===== src/rtl/mips_pkg.sv =====
// Shared definitions for the multicycle MIPS control path: FSM states,
// opcode values, ALU-decoder operation codes and the bundled control word.
package mips_pkg;

    typedef enum logic [3:0] {
        S_FETCH   = 4'd0,
        S_DECODE  = 4'd1,
        S_MEMADR  = 4'd2,
        S_MEMRD   = 4'd3,
        S_MEMWB   = 4'd4,
        S_MEMWR   = 4'd5,
        S_EXECUTE = 4'd6,
        S_ALUWB   = 4'd7,
        S_BEQEX   = 4'd8,
        S_BNEEX   = 4'd9,
        S_IMMEX   = 4'd10,
        S_IMMWB   = 4'd11,
        S_JUMP    = 4'd12
    } state_t;

    // Opcode field values recognised by the controller
    localparam logic [5:0] OP_RTYPE = 6'b000000;
    localparam logic [5:0] OP_J     = 6'b000010;
    localparam logic [5:0] OP_BEQ   = 6'b000100;
    localparam logic [5:0] OP_BNE   = 6'b000101;
    localparam logic [5:0] OP_ADDI  = 6'b001000;
    localparam logic [5:0] OP_SLTI  = 6'b001010;
    localparam logic [5:0] OP_ORI   = 6'b001101;
    localparam logic [5:0] OP_XORI  = 6'b001110;
    localparam logic [5:0] OP_LW    = 6'b100011;
    localparam logic [5:0] OP_SW    = 6'b101011;

    // ALUOp codes understood by the ALU decoder; 3'b101 is reserved
    localparam logic [2:0] ALUOP_ADD   = 3'b000;
    localparam logic [2:0] ALUOP_SUB   = 3'b001;
    localparam logic [2:0] ALUOP_FUNCT = 3'b010;
    localparam logic [2:0] ALUOP_SLT   = 3'b011;
    localparam logic [2:0] ALUOP_BNE   = 3'b100;
    localparam logic [2:0] ALUOP_OR    = 3'b110;
    localparam logic [2:0] ALUOP_XOR   = 3'b111;

    // ALU B-operand mux selects
    localparam logic [1:0] SRCB_REG    = 2'b00;
    localparam logic [1:0] SRCB_FOUR   = 2'b01;
    localparam logic [1:0] SRCB_IMM    = 2'b10;
    localparam logic [1:0] SRCB_BRANCH = 2'b11;

    // Next-PC mux selects
    localparam logic [1:0] PCSRC_ALU    = 2'b00;
    localparam logic [1:0] PCSRC_ALUOUT = 2'b01;
    localparam logic [1:0] PCSRC_JUMP   = 2'b10;

    typedef struct packed {
        logic       ir_write;
        logic       pc_write;
        logic       branch;
        logic       branch_ne;
        logic       mem_write;
        logic       reg_write;
        logic       reg_dst;
        logic       mem_to_reg;
        logic       i_or_d;
        logic       alu_src_a;
        logic       zero_ext;
        logic       illegal_op;
        logic [1:0] alu_src_b;
        logic [1:0] pc_src;
        logic [2:0] alu_op;
    } ctrl_t;

    // True for every opcode the controller knows how to sequence
    function automatic logic op_is_legal(input logic [5:0] op);
        logic legal;
        case (op)
            OP_RTYPE, OP_J, OP_BEQ, OP_BNE,
            OP_ADDI, OP_SLTI, OP_ORI, OP_XORI,
            OP_LW, OP_SW: legal = 1'b1;
            default:      legal = 1'b0;
        endcase
        return legal;
    endfunction

endpackage


===== src/rtl/mips_ctrl_outdec.sv =====
// Combinational state-to-control-word decoder for the multicycle controller.
// Outputs are a function of the current state; the opcode only refines the
// DECODE illegal flag and the IMMEX ALU operation, and MemReady only gates
// the FETCH write strobes.
module mips_ctrl_outdec
    import mips_pkg::*;
(
    input  state_t     state,
    input  logic [5:0] op,
    input  logic       mem_ready,
    output ctrl_t      ctrl
);

    // Decode the control word for the current state; anything unlisted stays 0
    always_comb begin
        ctrl = '0;
        case (state)
            S_FETCH: begin
                ctrl.i_or_d    = 1'b0;
                ctrl.alu_src_a = 1'b0;
                ctrl.alu_src_b = SRCB_FOUR;
                ctrl.alu_op    = ALUOP_ADD;
                ctrl.pc_src    = PCSRC_ALU;
                // Latch the instruction and bump PC only once memory delivers
                ctrl.ir_write  = mem_ready;
                ctrl.pc_write  = mem_ready;
            end
            S_DECODE: begin
                ctrl.alu_src_a  = 1'b0;
                ctrl.alu_src_b  = SRCB_BRANCH;
                ctrl.alu_op     = ALUOP_ADD;
                ctrl.illegal_op = ~op_is_legal(op);
            end
            S_MEMADR: begin
                ctrl.alu_src_a = 1'b1;
                ctrl.alu_src_b = SRCB_IMM;
                ctrl.alu_op    = ALUOP_ADD;
            end
            S_MEMRD: begin
                ctrl.i_or_d = 1'b1;
            end
            S_MEMWB: begin
                ctrl.reg_dst    = 1'b0;
                ctrl.mem_to_reg = 1'b1;
                ctrl.reg_write  = 1'b1;
            end
            S_MEMWR: begin
                // Held for the full duration of a stalled store
                ctrl.i_or_d    = 1'b1;
                ctrl.mem_write = 1'b1;
            end
            S_EXECUTE: begin
                ctrl.alu_src_a = 1'b1;
                ctrl.alu_src_b = SRCB_REG;
                ctrl.alu_op    = ALUOP_FUNCT;
            end
            S_ALUWB: begin
                ctrl.reg_dst    = 1'b1;
                ctrl.mem_to_reg = 1'b0;
                ctrl.reg_write  = 1'b1;
            end
            S_BEQEX: begin
                ctrl.alu_src_a = 1'b1;
                ctrl.alu_src_b = SRCB_REG;
                ctrl.alu_op    = ALUOP_SUB;
                ctrl.pc_src    = PCSRC_ALUOUT;
                ctrl.branch    = 1'b1;
            end
            S_BNEEX: begin
                ctrl.alu_src_a = 1'b1;
                ctrl.alu_src_b = SRCB_REG;
                ctrl.alu_op    = ALUOP_BNE;
                ctrl.pc_src    = PCSRC_ALUOUT;
                ctrl.branch_ne = 1'b1;
            end
            S_IMMEX: begin
                ctrl.alu_src_a = 1'b1;
                ctrl.alu_src_b = SRCB_IMM;
                case (op)
                    OP_SLTI: ctrl.alu_op = ALUOP_SLT;
                    OP_ORI:  ctrl.alu_op = ALUOP_OR;
                    OP_XORI: ctrl.alu_op = ALUOP_XOR;
                    default: ctrl.alu_op = ALUOP_ADD;
                endcase
                // Logical immediates are zero-extended, arithmetic ones sign-extended
                ctrl.zero_ext = (op == OP_ORI) || (op == OP_XORI);
            end
            S_IMMWB: begin
                ctrl.reg_dst    = 1'b0;
                ctrl.mem_to_reg = 1'b0;
                ctrl.reg_write  = 1'b1;
            end
            S_JUMP: begin
                ctrl.pc_src   = PCSRC_JUMP;
                ctrl.pc_write = 1'b1;
            end
            default: begin
                ctrl = '0;
            end
        endcase
    end

endmodule


===== src/rtl/mips_multicycle_control.sv =====
// Multicycle MIPS main controller: state register, next-state logic and the
// output decoder. Architectural write strobes are suppressed while reset is
// held so nothing is committed during reset.
module mips_multicycle_control
    import mips_pkg::*;
(
    input  logic       clk,
    input  logic       reset_n,
    input  logic [5:0] Op,
    input  logic       MemReady,
    output logic       IRWrite,
    output logic       PCWrite,
    output logic       Branch,
    output logic       BranchNE,
    output logic       MemWrite,
    output logic       RegWrite,
    output logic       RegDst,
    output logic       MemtoReg,
    output logic       IorD,
    output logic       ALUSrcA,
    output logic       ZeroExt,
    output logic       IllegalOp,
    output logic [1:0] ALUSrcB,
    output logic [1:0] PCSrc,
    output logic [2:0] ALUOp
);

    state_t state_reg;
    state_t state_next;
    ctrl_t  ctrl;

    // State register; reset abandons any instruction and returns to FETCH
    always_ff @(posedge clk or negedge reset_n) begin
        if (!reset_n) begin
            state_reg <= S_FETCH;
        end else begin
            state_reg <= state_next;
        end
    end

    // Next-state sequencing; Op only steers DECODE and MEMADR
    always_comb begin
        state_next = state_reg;
        case (state_reg)
            S_FETCH: begin
                state_next = MemReady ? S_DECODE : S_FETCH;
            end
            S_DECODE: begin
                case (Op)
                    OP_LW, OP_SW:                       state_next = S_MEMADR;
                    OP_RTYPE:                           state_next = S_EXECUTE;
                    OP_BEQ:                             state_next = S_BEQEX;
                    OP_BNE:                             state_next = S_BNEEX;
                    OP_ADDI, OP_SLTI, OP_ORI, OP_XORI:  state_next = S_IMMEX;
                    OP_J:                               state_next = S_JUMP;
                    default:                            state_next = S_FETCH;
                endcase
            end
            S_MEMADR:  state_next = (Op == OP_LW) ? S_MEMRD : S_MEMWR;
            S_MEMRD:   state_next = MemReady ? S_MEMWB : S_MEMRD;
            S_MEMWB:   state_next = S_FETCH;
            S_MEMWR:   state_next = MemReady ? S_FETCH : S_MEMWR;
            S_EXECUTE: state_next = S_ALUWB;
            S_ALUWB:   state_next = S_FETCH;
            S_BEQEX:   state_next = S_FETCH;
            S_BNEEX:   state_next = S_FETCH;
            S_IMMEX:   state_next = S_IMMWB;
            S_IMMWB:   state_next = S_FETCH;
            S_JUMP:    state_next = S_FETCH;
            default:   state_next = S_FETCH;
        endcase
    end

    mips_ctrl_outdec u_outdec (
        .state     (state_reg),
        .op        (Op),
        .mem_ready (MemReady),
        .ctrl      (ctrl)
    );

    // Write strobes are qualified with reset so MemReady cannot leak through
    // the FETCH decode while the block is held in reset
    assign IRWrite   = ctrl.ir_write   & reset_n;
    assign PCWrite   = ctrl.pc_write   & reset_n;
    assign MemWrite  = ctrl.mem_write  & reset_n;
    assign RegWrite  = ctrl.reg_write  & reset_n;
    assign IllegalOp = ctrl.illegal_op & reset_n;

    assign Branch    = ctrl.branch;
    assign BranchNE  = ctrl.branch_ne;
    assign RegDst    = ctrl.reg_dst;
    assign MemtoReg  = ctrl.mem_to_reg;
    assign IorD      = ctrl.i_or_d;
    assign ALUSrcA   = ctrl.alu_src_a;
    assign ZeroExt   = ctrl.zero_ext;
    assign ALUSrcB   = ctrl.alu_src_b;
    assign PCSrc     = ctrl.pc_src;
    assign ALUOp     = ctrl.alu_op;

endmodule


===== config.mk =====
export PLATFORM = sky130hd
export DESIGN_NAME = mips_multicycle_control
export DESIGN_NICKNAME = d
export VERILOG_FILES = /design/src/rtl/mips_pkg.sv /design/src/rtl/mips_ctrl_outdec.sv /design/src/rtl/mips_multicycle_control.sv
export SDC_FILE = /design/constraint.sdc
export NUM_CORES = 1
export LEC_CHECK = 0
export CAP_MARGIN = 40
export CORE_MARGIN = 3
export CORE_UTILIZATION = 45
export CTS_BUF_LIST = sky130_fd_sc_hd__clkbuf_8
export DETAILED_ROUTE_END_ITERATION = 10
export PLACE_DENSITY = 0.85
export SETUP_SLACK_MARGIN = 0.05
export SYNTH_ARGS = -nofsm -noshare
export SYNTH_HDL_FRONTEND = slang
export SYNTH_SLANG_ARGS = --single-unit

===== constraint.sdc =====
create_clock -name clk -period 4.2 [get_ports clk]
set_input_delay 0.63 -clock clk [delete_from_list [all_inputs] [get_ports clk]]
set_output_delay 0.63 -clock clk [all_outputs]
set_load 0.005 [all_outputs]

==> flow_summary.toml <==
[status]
run_status = "finished clean"

[sta]
worstMarginPinSlew_ps = 570
timing.final.crit_share_pct = 77.6
min_period_ps = 3260
setup_viol = 0
finalHoldViolations = 0
rsz0062_at_grt = "false"
fmax_ghz = 0.307
finClkSkew_ps = 3.41
relSlewSlack_pct = 61.5
layout_setup_ws_ps = 941
setup_tns_ps = 0
drv_slew = 0

[job]
drv_cap = 0

[layout]
layout-drive-gt1-share_pct = 4.35
n_antenna_cell = 0
num-nets-final = 126
syn_to_final_growth_pct = 42.7
final_core_util_pct = 74.3
largest_register_ffs = 4

[setup_path]
worst_ep_arrival_time_ps = 2630
cp-endpoint = "IllegalOp"
cpLargestDelayFamily = "buffers and inverters"
crit_cells = 6
r2r_slack_ps = 2530
slowest_stage = "clkdlybuf4s50_1"
worstRegToRegCells = 4
cp_max_fo = 11
worstPathCellList = "clkdlybuf4s50_1 > and3_1 > nor2_1 > o41ai_1 > a211oi_1 > clkdlybuf4s50_1"
crit_buf_inv = 2
r2r_end = "state_reg[0]$_DFF_PN0_"
endpoint_kind = "output pin"
start_kind = "input port"
crit_path_max_incr_delay_ps = 690
crit_start = "Op[0]"
path_class = "input port to output pin"
crit_top_cell = "clkdlybuf4s50_1"
required_ps = 3570
worstReg2RegStart = "state_reg[1]$_DFF_PN0_"

[drt]
firstDrtPassIters = 4
via_per_inst = 6.20
drcViolationCount = 0
wire_per_inst_um = 14.4
initialDrtViolationCount = 34
met3_length_um = 157
wl_met1_um = 743
wirelength_um = 1860
vias = 800
wl_met2_um = 950
top_layer = "met4"
ant_nets = 0

[die]
start_util_pct = 52.1
die-area_sq_mm = 0.00189
die_w_um = 43.5
boundaryPins = 28
die_h_um = 43.5
placementRows = 12
core_area_sq_mm = 0.00122

[synth]
netlist_area_sq_um = 633
synth.yosys.seq_area_share_pct = 15.8
synthTopCellsByCount = "nor2_1, nor3_1, nand2_1"
yosys_warnings = 0
synth_top_area_share_pct = 15.8
synth_ff_type = "dfrtp_1"
syn_nets = 103
yosysMostFrequentCell = "nor2_1"
async_flop_share_pct = 100
postSynthAreaPerCell_sq_um = 6.74
synth.area.top_cells = "dfrtp_1, nor2_1, nor3_1"
netlist_instances = 94
synth_top_cell_by_area = "dfrtp_1"
synth_seq_cells = 4
yosys.cell_types.count = 36
synth_edf_count = 0

[clock_tree]
root_buffer = "clkbuf_8"
post_cts_buffers = 0
cts_resized = 0
cts_sinks = 4
cts_tree = "yes"
clock_tree.buffer_depth = 2
clkSlewWorstSetupHoldPaths_ps = 30
cts_buffers = 3
insertion_delay_ps = 220
htreeDepth = 1
postCtsHoldBufs = 0

[power]
p_per_area_mw_per_mm2 = 316
ir_worst_vdd_v = 0.000208
p_leak_nw = 0.332
power_mw = 0.285

[grt]
grt_pass1_wl_um = 2970
antenna_found_initial = 0
grt_max_degree = 18
grt_overflow = 0
grt_pass1_vias = 672
grtUsageTotal_pct = 20.2

[place]
globalplace.congestion = 0.805
portBuffers = 27
post-place-ws_ps = 1020
place_hpwl_um = 1290

[hold_path]
hp-class = "input port to async pin"
cells by family after synthesis:
group | share of synthesized area [%]
flops | 15.8
compound gates | 26.9
xor+xnor | 2.77
buf+inv | 11.1
simple gates | 43.5
where the power goes:
group          internal (mW)  switching (mW)  total [mW]
combinational         0.0708          0.0631       0.134
sequential            0.0452          0.0237      0.0689
clock                 0.0612          0.0212      0.0824
total                  0.177           0.108       0.285
metrics by stage:
step           std cells  cell area (sq um)  hold WS [ps]
2_1_floorplan         94                633           334
3_3_place_gp         126                862           760
3_5_place_dp         126                862           762
4_1_cts              129                903           652
5_1_grt              129                903           675
6_report             129                903           645
per-layer routing:
layer  vias to the layer above  global-route usage (%)
met5                         -                       0
met3                         2                    4.56
met1                       360                    24.8
met4                         0                    7.83
met2                        49                    33.9
li1                        389                       -
cells in the final DEF (no fill, tap or decap), types with 3 or more instances in the layout:
cell,synthesis,routed
dfrtp_1,4,4
a21oi_1,5,5
nand2b_1,3,3
nand4_1,3,3
nor2b_1,3,3
o21ai_0,4,4
nor2_1,13,13
nor3_1,9,9
clkbuf_8,0,3
nand2_1,7,7
inv_1,3,3
nor3b_1,4,4
a211oi_1,3,3
clkdlybuf4s50_1,0,27
worst min-delay path by stage:
stage | start | end | slack, ps | cells after the start
detailed placement | state_reg[3]$_DFF_PN0_ | state_reg[2]$_DFF_PN0_ | 760 | 1
global route | reset_n | state_reg[0]$_DFF_PN0_ | 670 | 1
global placement | state_reg[3]$_DFF_PN0_ | state_reg[0]$_DFF_PN0_ | 760 | 1
CTS | reset_n | state_reg[2]$_DFF_PN0_ | 650 | 1
floorplan | reset_n | state_reg[0]$_DFF_PN0_ | 330 | 0
finish | reset_n | state_reg[2]$_DFF_PN0_ | 640 | 1
worst register-to-register path, stage by stage, from the launching register on:
cell	delay [ps]
dfrtp_1	510
nand2b_1	330
nor3b_1	380
a211oi_1	110
o221ai_1	220
area by class of cell:
class	count	area, sq um
fill	97	313
tap	14	17.5
timing repair buffer	27	270
sequential	4	100
clock buffer	3	41.3
inverter	3	11.3
multi-input combinational	78	463
Note: power is estimated with default switching activity, not from simulation.
